$ cat src/rtl/sent_nibble_packer.sv
// Packs SENT data nibbles MSB-first into DATASIZE-bit words and queues them for the async FIFO write port.
// Optional macro SENT_DROP_CNT_EN: implements the saturating drop_cnt overflow counter (otherwise drop_cnt is 0).
module sent_nibble_packer #(
    parameter int DATASIZE = 12,
    parameter int QDEPTH   = 2,
    parameter int CNTW     = 8
) (
    input  logic                write_clk,
    input  logic                read_reset,
    input  logic                nib_valid,
    input  logic [3:0]          nib_data,
    input  logic                nib_sof,
    input  logic                nib_eof,
    input  logic                write_full,
    output logic                write_enable,
    output logic [DATASIZE-1:0] write_data,
    output logic                frame_err,
    output logic [CNTW-1:0]     drop_cnt
);

    localparam int NIBS = DATASIZE / 4;
    localparam int KW   = (NIBS > 1) ? $clog2(NIBS) : 1;
    localparam int PW   = (QDEPTH > 1) ? $clog2(QDEPTH) : 1;

    typedef enum logic {
        IDLE = 1'b0,
        ACC  = 1'b1
    } state_t;

    state_t              state, state_nxt;
    logic [KW-1:0]       k, k_nxt;
    logic [KW-1:0]       k_eff;
    logic [DATASIZE-1:0] shreg, shreg_nxt;
    logic [DATASIZE-1:0] base;
    logic [DATASIZE-1:0] word;
    logic                word_done;
    logic                err_nxt;

    always_ff @(posedge write_clk or posedge read_reset) begin
        if (read_reset) begin
            state     <= IDLE;
            k         <= '0;
            shreg     <= '0;
            frame_err <= 1'b0;
        end else begin
            state     <= state_nxt;
            k         <= k_nxt;
            shreg     <= shreg_nxt;
            frame_err <= err_nxt;
        end
    end

    // A sof nibble always restarts the word; one arriving mid-word discards the partial word.
    always_comb begin
        state_nxt = state;
        k_nxt     = k;
        shreg_nxt = shreg;
        err_nxt   = 1'b0;
        word_done = 1'b0;
        k_eff     = k;
        base      = shreg;
        word      = shreg;
        if (nib_valid) begin
            if ((state == IDLE) || nib_sof) begin
                k_eff = '0;
                base  = '0;
                if (state == ACC) begin
                    err_nxt = 1'b1;
                end
            end
            word = base | (DATASIZE'(nib_data) << (DATASIZE - 4 - 4 * int'(k_eff)));
            if (int'(k_eff) == NIBS - 1) begin
                word_done = 1'b1;
                state_nxt = IDLE;
                k_nxt     = '0;
                shreg_nxt = '0;
            end else if (nib_eof) begin
                err_nxt   = 1'b1;
                state_nxt = IDLE;
                k_nxt     = '0;
                shreg_nxt = '0;
            end else begin
                state_nxt = ACC;
                k_nxt     = k_eff + 1'b1;
                shreg_nxt = word;
            end
        end
    end

    // Handshake: write_enable means the head word is valid; it is consumed at any edge where
    // write_enable is high and write_full is low, and is held stable otherwise.
    logic [DATASIZE-1:0] mem [QDEPTH];
    logic [PW-1:0]       wr_ptr, rd_ptr;
    logic [PW:0]         count;
    logic                pop, push;

    assign write_enable = (count != '0);
    assign write_data   = mem[rd_ptr];
    assign pop          = write_enable && !write_full;
    // A pop at the same edge frees the slot, so a full queue still accepts the word.
    assign push         = word_done && ((int'(count) < QDEPTH) || pop);

    always_ff @(posedge write_clk or posedge read_reset) begin
        if (read_reset) begin
            wr_ptr <= '0;
            rd_ptr <= '0;
            count  <= '0;
            for (int i = 0; i < QDEPTH; i++) begin
                mem[i] <= '0;
            end
        end else begin
            if (push) begin
                mem[wr_ptr] <= word;
                wr_ptr      <= wr_ptr + 1'b1;
            end
            if (pop) begin
                rd_ptr <= rd_ptr + 1'b1;
            end
            case ({push, pop})
                2'b10:   count <= count + 1'b1;
                2'b01:   count <= count - 1'b1;
                default: count <= count;
            endcase
        end
    end

`ifdef SENT_DROP_CNT_EN
    logic            drop;
    logic [CNTW-1:0] drop_q;

    assign drop     = word_done && !push;
    assign drop_cnt = drop_q;

    always_ff @(posedge write_clk or posedge read_reset) begin
        if (read_reset) begin
            drop_q <= '0;
        end else if (drop && (drop_q != {CNTW{1'b1}})) begin
            drop_q <= drop_q + 1'b1;
        end
    end
`else
    assign drop_cnt = '0;
`endif

endmodule
$ cat config.mk
export PLATFORM = sky130hd
export DESIGN_NAME = sent_nibble_packer
export DESIGN_NICKNAME = d
export VERILOG_FILES = /design/src/rtl/sent_nibble_packer.sv
export SDC_FILE = /design/constraint.sdc
export NUM_CORES = 1
export LEC_CHECK = 0
export ABC_CLOCK_PERIOD_IN_PS = 3000
export BUFFER_PORTS_ARGS = -buffer_cell sky130_fd_sc_hd__buf_2
export CORE_ASPECT_RATIO = 1.1
export CORE_MARGIN = 1.5
export CORE_UTILIZATION = 35
export CTS_CLUSTER_DIAMETER = 40
export DETAILED_ROUTE_END_ITERATION = 16
export SYNTH_ARGS = -nofsm -noshare
export SYNTH_HDL_FRONTEND = slang
export SYNTH_SLANG_ARGS = --single-unit
$ cat constraint.sdc
create_clock -name write_clk -period 3 [get_ports write_clk]
set_clock_uncertainty 0.2 [all_clocks]
set_input_delay 0.6 -clock write_clk [delete_from_list [all_inputs] [get_ports write_clk]]
set_output_delay 0.6 -clock write_clk [all_outputs]
set_load 0.02 [all_outputs]
**Word-level counts from Yosys, hierarchy flattened**

Cells that the tools add are included.

- Add/subtract/negate cells: 6
- $lt $le $gt $ge: 4
- Eq/ne operators: 3
- Shift operators: 1
- Mux-type cells: 25
- Bitwise gates (word level): 4
- Reductions and logical operators: 8

Operators by type and width:

| operator | number |
|---|---|
| 2-to-1 mux 12 bit | 9 |
| left shift 4 x 32 -> 12 bit | 1 |
| bitwise mux 24 bit | 1 |
| demux 12 bit (select 1 bit) | 1 |
| OR 12 bit | 1 |
| 2-to-1 mux 1 bit | 9 |
| 2-to-1 mux 2 bit | 4 |
| subtractor 4 x 4 -> 5 bit (first input constant) | 1 |
| adder 2 x 1 -> 2 bit (second input constant) | 2 |
| == test 2 bit (second input constant) | 2 |
| greater-or-equal comparator 2 bit (second input constant) | 2 |
| NOT 1 -> 2 bit | 2 |
| one-hot mux 2 bit (2 select lines) | 1 |
| nonzero test 2 bit | 2 |
| logical AND 1 bit | 3 |
| adder 1 bit (second input constant) | 2 |
| == test 2 x 1 -> 1 bit (second input constant) | 1 |
| logical OR 1 bit | 2 |
| less-than comparator 2 x 1 -> 1 bit (second input constant) | 1 |
| less-than comparator 2 bit (second input constant) | 1 |
| subtractor 2 x 1 -> 2 bit (second input constant) | 1 |
| logical NOT 1 bit | 1 |
| NOT 1 bit | 1 |

- Register bits: 44
- Input port bits: 10
- Output and inout port bits: 22
- Word-level logic and storage cells: 60

**Longest topological paths before layout**

Gate-level depths: netlist of run 1.

- Word-level depth: 10
- Depth in mapped cells: 12
- Depth with buffers taken out: 9

**Worst setup path before layout of run 1**

OpenSTA, ideal clock, no wires.

- Path type: input -> register
- Start: in nib_sof
- End: reg count[1]
- Library setup time: 0.079 ns
- Arrival time: 2.200 ns
- Data required time: 2.721 ns
- Setup slack: 0.520 ns
- Stages: 11
- Buffers on the path: 3
- Cell sequence: and3b_1 -> buf_4 -> inv_2 -> buf_6 -> ha_1 -> and2_1 -> buf_2 -> nand2_1 -> ha_1 -> nor2_1 -> xor2_1

- Longest elaborated chain between the ends: 9
- Elaborated cells between the ends (all ways): 11
- Classes of those cells: 3 x eq/ne; 5 x mux; 3 x reduce/logical

Ends and longest elaborated chain:

| element | line | text |
|---|---|---|
| from (decl) | 12 | `input logic nib_sof,` |
| logical OR 1 bit * | 64 | `if ((state == IDLE) \|\| nib_sof) begin` |
| 2-to-1 mux 2 bit * | 64 |  |
| 2-to-1 mux 2 bit * | 63 | `if (nib_valid) begin` |
| == test 2 bit * | 72 | `if (int'(k_eff) == NIBS - 1) begin` |
| 2-to-1 mux 1 bit * | 72 |  |
| 2-to-1 mux 1 bit * | 63 |  |
| logical AND 1 bit * | 101 | `assign push = word_done && ((int'(count) < QDEPTH) \|\| pop);` |
| == test 2 x 1 -> 1 bit / == test 2 bit (equally long branches) | 119 | `case ({push, pop})` |
| one-hot mux 2 bit (2 select lines) / nonzero test 2 bit (equally long branches) | n/a |  |
| to (signal assigned) | 120 | `2'b10: count <= count + 1'b1;` |
| to (signal assigned) | 121 | `2'b01: count <= count - 1'b1;` |
| to (signal assigned) | 122 | `default: count <= count;` |
| to (decl) | 94 | `logic [PW:0] count;` |

Every way passes the cells marked *; elsewhere a longest branch is shown, timed or not. The select of a mux whose other input is x is not followed.
A chain may end at the register's enable or synchronous reset.

**Worst setup path after layout of run 1**

- Start: reg state
- End: reg mem[15] (netlist name)

- Longest elaborated chain between the ends: 9
- Elaborated cells between the ends (all ways): 15
- Classes of those cells: 1 x add/sub; 1 x eq/ne; 1 x shift; 8 x mux; 2 x bitwise; 2 x reduce/logical

Ends and longest elaborated chain:

| element | line | text |
|---|---|---|
| from (decl) | 30 | `state_t state, state_nxt;` |
| from (signal assigned) | 46 | `state <= state_nxt;` |
| NOT 1 bit * | 64 |  |
| logical OR 1 bit * | 64 |  |
| 2-to-1 mux 2 bit | 64 |  |
| 2-to-1 mux 2 bit | 63 |  |
| subtractor 4 x 4 -> 5 bit | 71 | `word = base \| (DATASIZE'(nib_data) << (DATASIZE - 4 - 4 * int'(k_eff)));` |
| left shift 4 x 32 -> 12 bit | 71 |  |
| OR 12 bit | 71 |  |
| 2-to-1 mux 12 bit | 63 |  |
| bitwise mux 24 bit | 113 | `mem[wr_ptr] <= word;` |
| to (signal, indexed assignment) | 113 |  |
| to (decl) | 92 | `logic [DATASIZE-1:0] mem [QDEPTH];` |

Marks and branches as above.

==> flow_metrics.tcl, run 1 <==
set metrics [dict create \
    seqCellArea_mm2 0.00110 \
    drt_iter0_drc 192 \
    n_antenna_cell 0 \
    clock_tree.buffer_depth 2 \
    vias 1771 \
    drive_above_1_share_pct 24.3 \
    hold_violations 0 \
    synth_cell_types 32 \
    yosysWarnings 0 \
    port_buffers 23 \
    design.die.area_mm2 0.00686 \
    status "completed" \
    post_cts_resized 0 \
    cts_root_buf "clkbuf_8" \
    cts_tree "yes" \
    grt_pass1_wl_um 8580 \
    syn_inst 209 \
    maxSlewHeadroom_pct 29.8 \
    reg2reg_depth 7 \
    cts.sinks 44 \
    hold_buffers 0 \
    pin_count 32 \
    tns_ps 0 \
    die_y_um 86.7 \
    cp-start-kind "flip-flop" \
    wl_per_cell_um 16.4 \
    peakVddDrop_uv 262 \
    fillCellCount 649 \
    path_max_fanout 13 \
    worst-setup-path-type "reg -> reg" \
    syn2layout_area_growth_pct 11.8 \
    power_density_mw_per_mm2 669 \
    rrSetupSlack_ps 560 \
    antenna_found_initial 0 \
    r2r-start "state$_DFFE_PP0P_" \
    fin_nets 242 \
    grt_start_max_net_pins 30 \
    rsz0062_at_grt "false" \
    drt_pass1_iterations 4 \
    cts_buffers 5 \
    drv_cap 0 \
    clock_latency_ps 300 \
    rows 30 \
    htree_levels 2 \
    wl_um 5090 \
    synth.avg_cell_area_um2 10.7 \
    r2r_end "mem[15]$_DFFE_PP0P_" \
    globalplace.congestion 0.803 \
    finalCritPeriodShare_pct 81.5 \
    synth_seq_cells 44 \
    core_area_mm2 0.00616 \
    post-route-min-period_ps 2440 \
    clk_pin_slew_ps 90 \
    grt_overflow_total 0 \
    die_w_um 79.1 \
    grt_pass1_vias 1710 \
    multi_input_area_um2 982 \
    slew_viol_final 0 \
    power.static_leakage_uw 0.00114 \
    yosysSeqAreaShare_pct 49.4 \
    cp-end-kind "flip-flop" \
    fmax_ghz 0.409 \
    utilization_pct 40.5 \
    post-dp-hpwl_um 3640 \
    synth_area_mm2 0.00223 \
    worstHoldPathType "in -> async" \
    arrival_ps 2400 \
    ant_nets 0 \
    drcViolationCount 0 \
    start_util_pct 36.2 \
    post-cts-setup-buffer-count 0 \
    cp.required_ps 2950 \
    worst_pin_slew_ps 1050 \
    routed_via_density 5.71 \
    grt_usage_pct 16.2 \
    setup_viol 0 \
]
==> cells in the final DEF (no fill, tap or decap) <==
cell / count
a31oi_1: 48
and4b_1: 3
nand4_1: 6
clkbuf_8: 5
nor3_1: 1
a32o_1: 12
clkinv_1: 1
and3b_1: 1
nor3b_2: 1
a22o_1: 1
buf_4: 8
o21ai_0: 13
bufinv_16: 1
inv_1: 4
nor2b_1: 3
clkinvlp_4: 1
o41ai_2: 1
conb_1: 8
or2_2: 1
a21o_1: 1
mux2_2: 12
dfrtp_1: 44
clkinv_2: 1
xor2_1: 2
a21oi_1: 1
nor3_2: 1
nor2_1: 4
nand2b_1: 2
and3_1: 2
inv_2: 1
buf_2: 23
nand2_1: 10
and2_1: 1
ha_1: 3
xnor2_1: 3
==> cell usage after synthesis <==
cell / number / area (µm²)
and2_1: 1 / 6.26
buf_4: 10 / 75.1
a21o_1: 1 / 7.51
xnor2_1: 3 / 26.3
nor3_2: 1 / 10.0
and3_1: 2 / 12.5
a22o_1: 1 / 8.76
dfrtp_1: 44 / 1100
nor2_1: 4 / 15.0
nand2b_1: 2 / 12.5
a21oi_1: 1 / 5.00
and3b_1: 1 / 8.76
and4b_1: 3 / 30.0
buf_2: 8 / 40.0
nor3_1: 1 / 5.00
inv_2: 1 / 3.75
ha_1: 3 / 37.5
inv_1: 5 / 18.8
buf_6: 1 / 11.3
nand2_1: 10 / 37.5
a31oi_1: 48 / 300
o41ai_2: 1 / 16.3
nor2b_1: 3 / 18.8
nor3b_2: 1 / 12.5
or2_2: 1 / 6.26
conb_1: 1 / 3.75
o21ai_0: 13 / 65.1
xor2_1: 2 / 17.5
mux2_2: 12 / 135
clkbuf_1: 6 / 22.5
nand4_1: 6 / 37.5
a32o_1: 12 / 120
==> cell families (layout without fill, tap and decap cells) <==
family                     count (synthesis)  in the layout  share of synthesized area (%)
and+or+nand+nor                           36             36                           9.55
DFF                                       44             44                           49.4
other                                      1              8                          0.168
buffers and inverters                     31             45                           7.69
adders and majority gates                  3              3                           1.68
muxes                                     12             12                           6.06
AOI/OAI and AO/OA                         77             77                           23.5
xor gates and xnor gates                   5              5                           1.97
==> how the worst max path moves through the flow <==
| stage | slack, ps | from | cells past startpoint | endpoint |
|---|---|---|---|---|
| 6_report | 560 | state$_DFFE_PP0P_ | 7 | mem[15]$_DFFE_PP0P_ |
| 5_1_grt | 320 | state$_DFFE_PP0P_ | 7 | mem[15]$_DFFE_PP0P_ |
| 4_1_cts | 560 | state$_DFFE_PP0P_ | 7 | mem[15]$_DFFE_PP0P_ |
| 3_5_place_dp | 280 | nib_sof | 8 | mem[15]$_DFFE_PP0P_ |
| 3_3_place_gp | 340 | nib_sof | 8 | mem[3]$_DFFE_PP0P_ |
| 2_1_floorplan | 520 | nib_sof | 11 | count[1]$_DFFE_PP0P_ |
==> critical path, stage by stage, from the launching register on <==
cell	delay [ps]
dfrtp_1	400
inv_1	80
nor3_1	290
ha_1	310
and2_1	200
buf_4	190
and3_1	460
a31oi_1	150
==> per-stage QoR <==
| stage | worst slack [ps] | cell area (µm²) | power (µW) | hold WS (ps) | instances |
|---|---|---|---|---|---|
| after floorplan | 520 | 2250 | 1100 | 255 | 216 |
| after global placement | 337 | 2380 | 1220 | 268 | 302 |
| after detailed placement | 281 | 2380 | 1230 | 275 | 302 |
| after CTS | 556 | 2490 | 1680 | 248 | 310 |
| after global routing | 322 | 2490 | 1760 | 271 | 310 |
| final | 556 | 2490 | 1670 | 217 | 310 |
==> report_power, final <==
group | switching (µW) | internal (µW) | leakage, µW
Sequential | 81.0 | 679 | 0.000590
Combinational | 264 | 188 | 0.000495
Clock | 208 | 246 | 0.0000541
Total | 553 | 1110 | 0.00114
==> cell type report <==
class / instances / area share, %
sequential: 44 / 44.2
timing repair buffer: 31 / 7.03
inverter: 6 / 0.904
clock buffer: 5 / 2.76
multi-input combinational: 141 / 39.4
clock inverter: 3 / 1.71
tap: 80 / 4.02
==> sequential cells by signal (all words and copies together), names as in the netlist <==
register,flops
mem,24
shreg,12
count,2
k,2
frame_err,1
rd_ptr,1
state,1
wr_ptr,1
==> layer usage <==
layer | GRT usage [%] | vias up | wire [µm]
met5 | 0 | - | 0
met4 | 4.94 | 0 | 24
met3 | 3.26 | 2 | 293
met2 | 24.0 | 67 | 2330
met1 | 23.8 | 876 | 2440
li1 | - | 826 | -
Note: power is estimated with default switching activity, not from simulation.
==> inputs of run 2 (changes only) <==
ABC_CLOCK_PERIOD_IN_PS = 2300   (was 3000)
clock period = 2.3 ns   (was 3 ns; I/O delays follow)
==> flow_metrics.tcl, run 2 (synthesis gave the netlist of run 1 again) <==
set metrics [dict create \
    cts.sinks 44 \
    die_y_um 86.7 \
    layout_common_cells "a31oi_1, dfrtp_1, buf_2, o21ai_0, buf_4" \
    fillCellCount 647 \
    power_density_mw_per_mm2 826 \
    peakVddDrop_uv 445 \
    worst_pin_slew_ps 549 \
    wl_per_cell_um 16.3 \
    max_stage_delay_ps 570 \
    cp_slowest_cell "dfrtp_2" \
    port_buffers 23 \
    hold_buffers 0 \
    fin_nets 247 \
    drive_above_1_share_pct 27.2 \
    drt_pass1_iterations 4 \
    cts_root_buf "clkbuf_8" \
    setup_viol 0 \
    slew_viol_final 0 \
    clock_latency_ps 290 \
    fmax_ghz 0.481 \
    n_antenna_cell 0 \
    wl_um 5150 \
    rsz0062_at_grt "false" \
    clk_pin_slew_ps 70 \
    cp.required_ps 1640 \
    ant_nets 0 \
    status "completed" \
    drt_iter0_drc 160 \
    htree_levels 2 \
    design.die.area_mm2 0.00686 \
    globalplace.congestion 0.798 \
    power.static_leakage_uw 0.00116 \
    largestRegisters "mem x24, shreg x12" \
    antenna_found_initial 0 \
    finalCritPeriodShare_pct 90.5 \
    start_util_pct 36.2 \
    holdWs_ps 81.0 \
    arrival_ps 1420 \
    p_total_uw 2090 \
    path_max_fanout 13 \
    clock_tree.buffer_depth 2 \
    hold_violations 0 \
    pin_count 32 \
    core_area_mm2 0.00616 \
    die_w_um 79.1 \
    routed_via_density 5.56 \
    cp-start-kind "flip-flop" \
    largest_reg_flops 24 \
    fin_cells 315 \
    rows 30 \
    cts_buffers 5 \
    cts_tree "yes" \
    post-dp-hpwl_um 3590 \
    dp.cells 306 \
    tns_ps 0 \
    grt_start_max_net_pins 45 \
    vias 1751 \
    path_cells "mux2_2 -> buf_2" \
    place_area_mm2 0.00242 \
    grt_pass1_vias 1656 \
    drv_cap 0 \
    maxSlewHeadroom_pct 63.4 \
    cp-end-kind "primary output" \
    grt_overflow_total 0 \
    final_cell_area_mm2 0.00253 \
    regMostFlops "mem" \
    multi_input_area_um2 1000 \
    post-route-min-period_ps 2080 \
    seqCellArea_mm2 0.00110 \
    layout_commonest_cell "a31oi_1" \
    grt_pass1_wl_um 8530 \
    worst-setup-path-type "reg -> out" \
    syn2layout_area_growth_pct 13.4 \
    grt_usage_pct 16.3 \
    drcViolationCount 0 \
    worstHoldPathType "in -> async" \
]
-- run 2: layout make-up --
type,count,share of cell area [%]
Clock buffer,8,3.56
Inverter,6,0.891
Sequential cell,44,43.6
Tap cell,80,3.96
Multi-Input combinational cell,141,39.6
Timing Repair Buffer,36,8.42
-- run 2: final timing paths --
check,from,endpoint,slack (ps),depth (start not counted)
worst max-delay path,rd_ptr$_DFFE_PP0P_,write_data[4],220,2
worst min-delay path,read_reset,frame_err$_DFF_PP0_,80,3
worst max register to register,state$_DFFE_PP0P_,count[1]$_DFFE_PP0P_,250,9
worst min register to register,shreg[2]$_DFFE_PP0P_,shreg[2]$_DFFE_PP0P_,290,1
max in group asynchronous,read_reset,rd_ptr$_DFFE_PP0P_,1390,3
min in group write_clk,nib_eof,frame_err$_DFF_PP0_,260,3
-- run 2: what timing repair did --
action,4_1_cts,5_1_grt
setup buffers,0,1
gates resized for setup,0,4
setup endpoints to repair,0,34
-- run 2: critical path: cells and delay by family, from the launching register on --
| kind | cells | cell delay (ps) |
|---|---|---|
| buffers and inverters | 1 | 160 |
| muxes | 1 | 390 |
| DFF | 1 | 570 |
-- run 2: power by group --
| group | switching [µW] | leakage, µW | total [µW] | internal [µW] |
|---|---|---|---|---|
| logic | 335 | 0.000524 | 592 | 256 |
| clock network | 245 | 0.0000455 | 490 | 245 |
| registers | 118 | 0.000589 | 1010 | 888 |
| total | 698 | 0.00116 | 2090 | 1390 |
-- run 2: through the flow --
stage / utilization [%] / setup WS, ps
after floorplan: - / 30.5
after global placement: 39.4 / 92.4
after detailed placement: 39.4 / 70.4
after CTS: 40.8 / 18.1
after global routing: 41.1 / 76.3
final: 41.1 / 219
-- run 2: layer usage --
metal	GRT usage (%)	part of all wire, %
met1	23.1	47
met5	0	0
met2	24.9	49
met3	3.58	3.7
met4	5.10	0.51
==> inputs of run 3 (changes only) <==
PLACE_DENSITY = 0.61   (was unset)
==> flow_metrics.tcl, run 3 (synthesis gave the netlist of run 1 again) <==
set metrics [dict create \
    status "completed" \
    grt_overflow_total 0 \
    arrival_ps 2110 \
    hold_violations 0 \
    core_area_mm2 0.00616 \
    holdWs_ps 81.5 \
    largest_reg_flops 24 \
    maxSlewHeadroom_pct 62.6 \
    grt_pass1_wl_um 8630 \
    wl_per_cell_um 16.2 \
    grt_start_max_net_pins 45 \
    place_area_mm2 0.00244 \
    globalplace.congestion 0.781 \
    clock_latency_ps 290 \
    die_w_um 79.1 \
    peakVddDrop_uv 331 \
    setup_viol 0 \
    htree_levels 2 \
    routed_via_density 5.60 \
    cp-start-kind "flip-flop" \
    wl_um 5130 \
    fmax_ghz 0.480 \
    final_cell_area_mm2 0.00254 \
    antenna_found_initial 0 \
    n_antenna_cell 0 \
    power_density_mw_per_mm2 836 \
    worst_slack_ps 215 \
    drt_iter0_drc 106 \
    worst_pin_slew_ps 561 \
    cp.required_ps 2320 \
    ant_nets 0 \
    start_util_pct 36.2 \
    syn2layout_area_growth_pct 14.2 \
    design.die.area_mm2 0.00686 \
    drive_above_1_share_pct 27.8 \
    die_y_um 86.7 \
    rsz0062_at_grt "false" \
    rows 30 \
    cts_root_buf "clkbuf_8" \
    post-route-min-period_ps 2080 \
    fin_nets 249 \
    tns_ps 0 \
    cts_tree "yes" \
    post-dp-hpwl_um 3740 \
    power.static_leakage_uw 0.00117 \
    clk_pin_slew_ps 80 \
    grt_usage_pct 16.2 \
    vias 1775 \
    pin_count 32 \
    largestRegisters "mem x24, shreg x12" \
    cp-end-kind "flip-flop" \
    regMostFlops "mem" \
    place_ws_ps 46.8 \
    cts_buffers 5 \
    layout_commonest_cell "a31oi_1" \
    grt_pass1_vias 1720 \
    drv_cap 0 \
    finalCritPeriodShare_pct 90.6 \
    cts.sinks 44 \
    port_buffers 23 \
    path_max_fanout 5 \
    worst-setup-path-type "reg -> reg" \
    slew_viol_final 0 \
    layout_common_cells "a31oi_1, dfrtp_1, buf_2, buf_4, o21ai_0" \
    drcViolationCount 0 \
    worstHoldPathType "in -> async" \
    drt_pass1_iterations 4 \
    clock_tree.buffer_depth 2 \
]
run 3: changes by cell type in the layout (fill, tap and decap cells not counted), sizes merged:
cell / change
buf: +2
clkbuf: -1
clkinvlp: +1
run 3: routing by layer:
layer	part of all wire (%)	global-route usage, %
met5	0	0
met4	0.47	3.35
met3	5.8	3.68
met2	47	25.0
met1	46	23.3
run 3: area by class of cell:
| class | count | area (µm²) |
|---|---|---|
| clock inverter | 1 | 7.51 |
| inverter | 6 | 22.5 |
| tap | 80 | 100 |
| sequential | 44 | 1100 |
| timing repair buffer | 38 | 228 |
| fill | 631 | 3610 |
| clock buffer | 7 | 86.3 |
| multi-input combinational | 141 | 1000 |
run 3: critical path, stage by stage (launching register included):
cell and delay (ps):
dfrtp_1 410, inv_1 80, nor3_1 160, buf_4 160
ha_4 160, and2_4 160, nand2_1 80, ha_1 320
nor2_1 150, xor2_1 150
run 3: stage by stage:
step / utilization, % / power [µW] / cells
6_report: 41.3 / 2130 / 317
3_3_place_gp: 39.6 / 1630 / 308
4_1_cts: 41.1 / 2150 / 316
3_5_place_dp: 39.6 / 1640 / 308
2_1_floorplan: - / 1440 / 216
5_1_grt: 41.3 / 2260 / 317
run 3: path summary, 6_finish.rpt:
check / cells past startpoint / to / slack, ps / start
worst max-delay path: 9 / count[1]$_DFFE_PP0P_ / 220 / state$_DFFE_PP0P_
worst min-delay path: 3 / state$_DFFE_PP0P_ / 80 / read_reset
worst max register to register: 9 / count[1]$_DFFE_PP0P_ / 220 / state$_DFFE_PP0P_
worst min register to register: 1 / count[1]$_DFFE_PP0P_ / 290 / count[1]$_DFFE_PP0P_
max in group asynchronous: 3 / shreg[3]$_DFFE_PP0P_ / 1420 / read_reset
min in group write_clk: 3 / frame_err$_DFF_PP0_ / 250 / nib_eof
run 3: repair_timing:
item                                    CTS  global route
gates resized for setup                   0             3
endpoints found under the setup margin    0            20
hold buffers                              0             0
buffers inserted                          0             1
run 3: report_power, final:
| part | total [µW] | leakage (µW) | switching (µW) | internal (µW) |
|---|---|---|---|---|
| Clock | 506 | 0.0000445 | 262 | 244 |
| Combinational | 644 | 0.000533 | 367 | 277 |
| Sequential | 976 | 0.000590 | 90.4 | 886 |
| Total | 2130 | 0.00117 | 720 | 1410 |
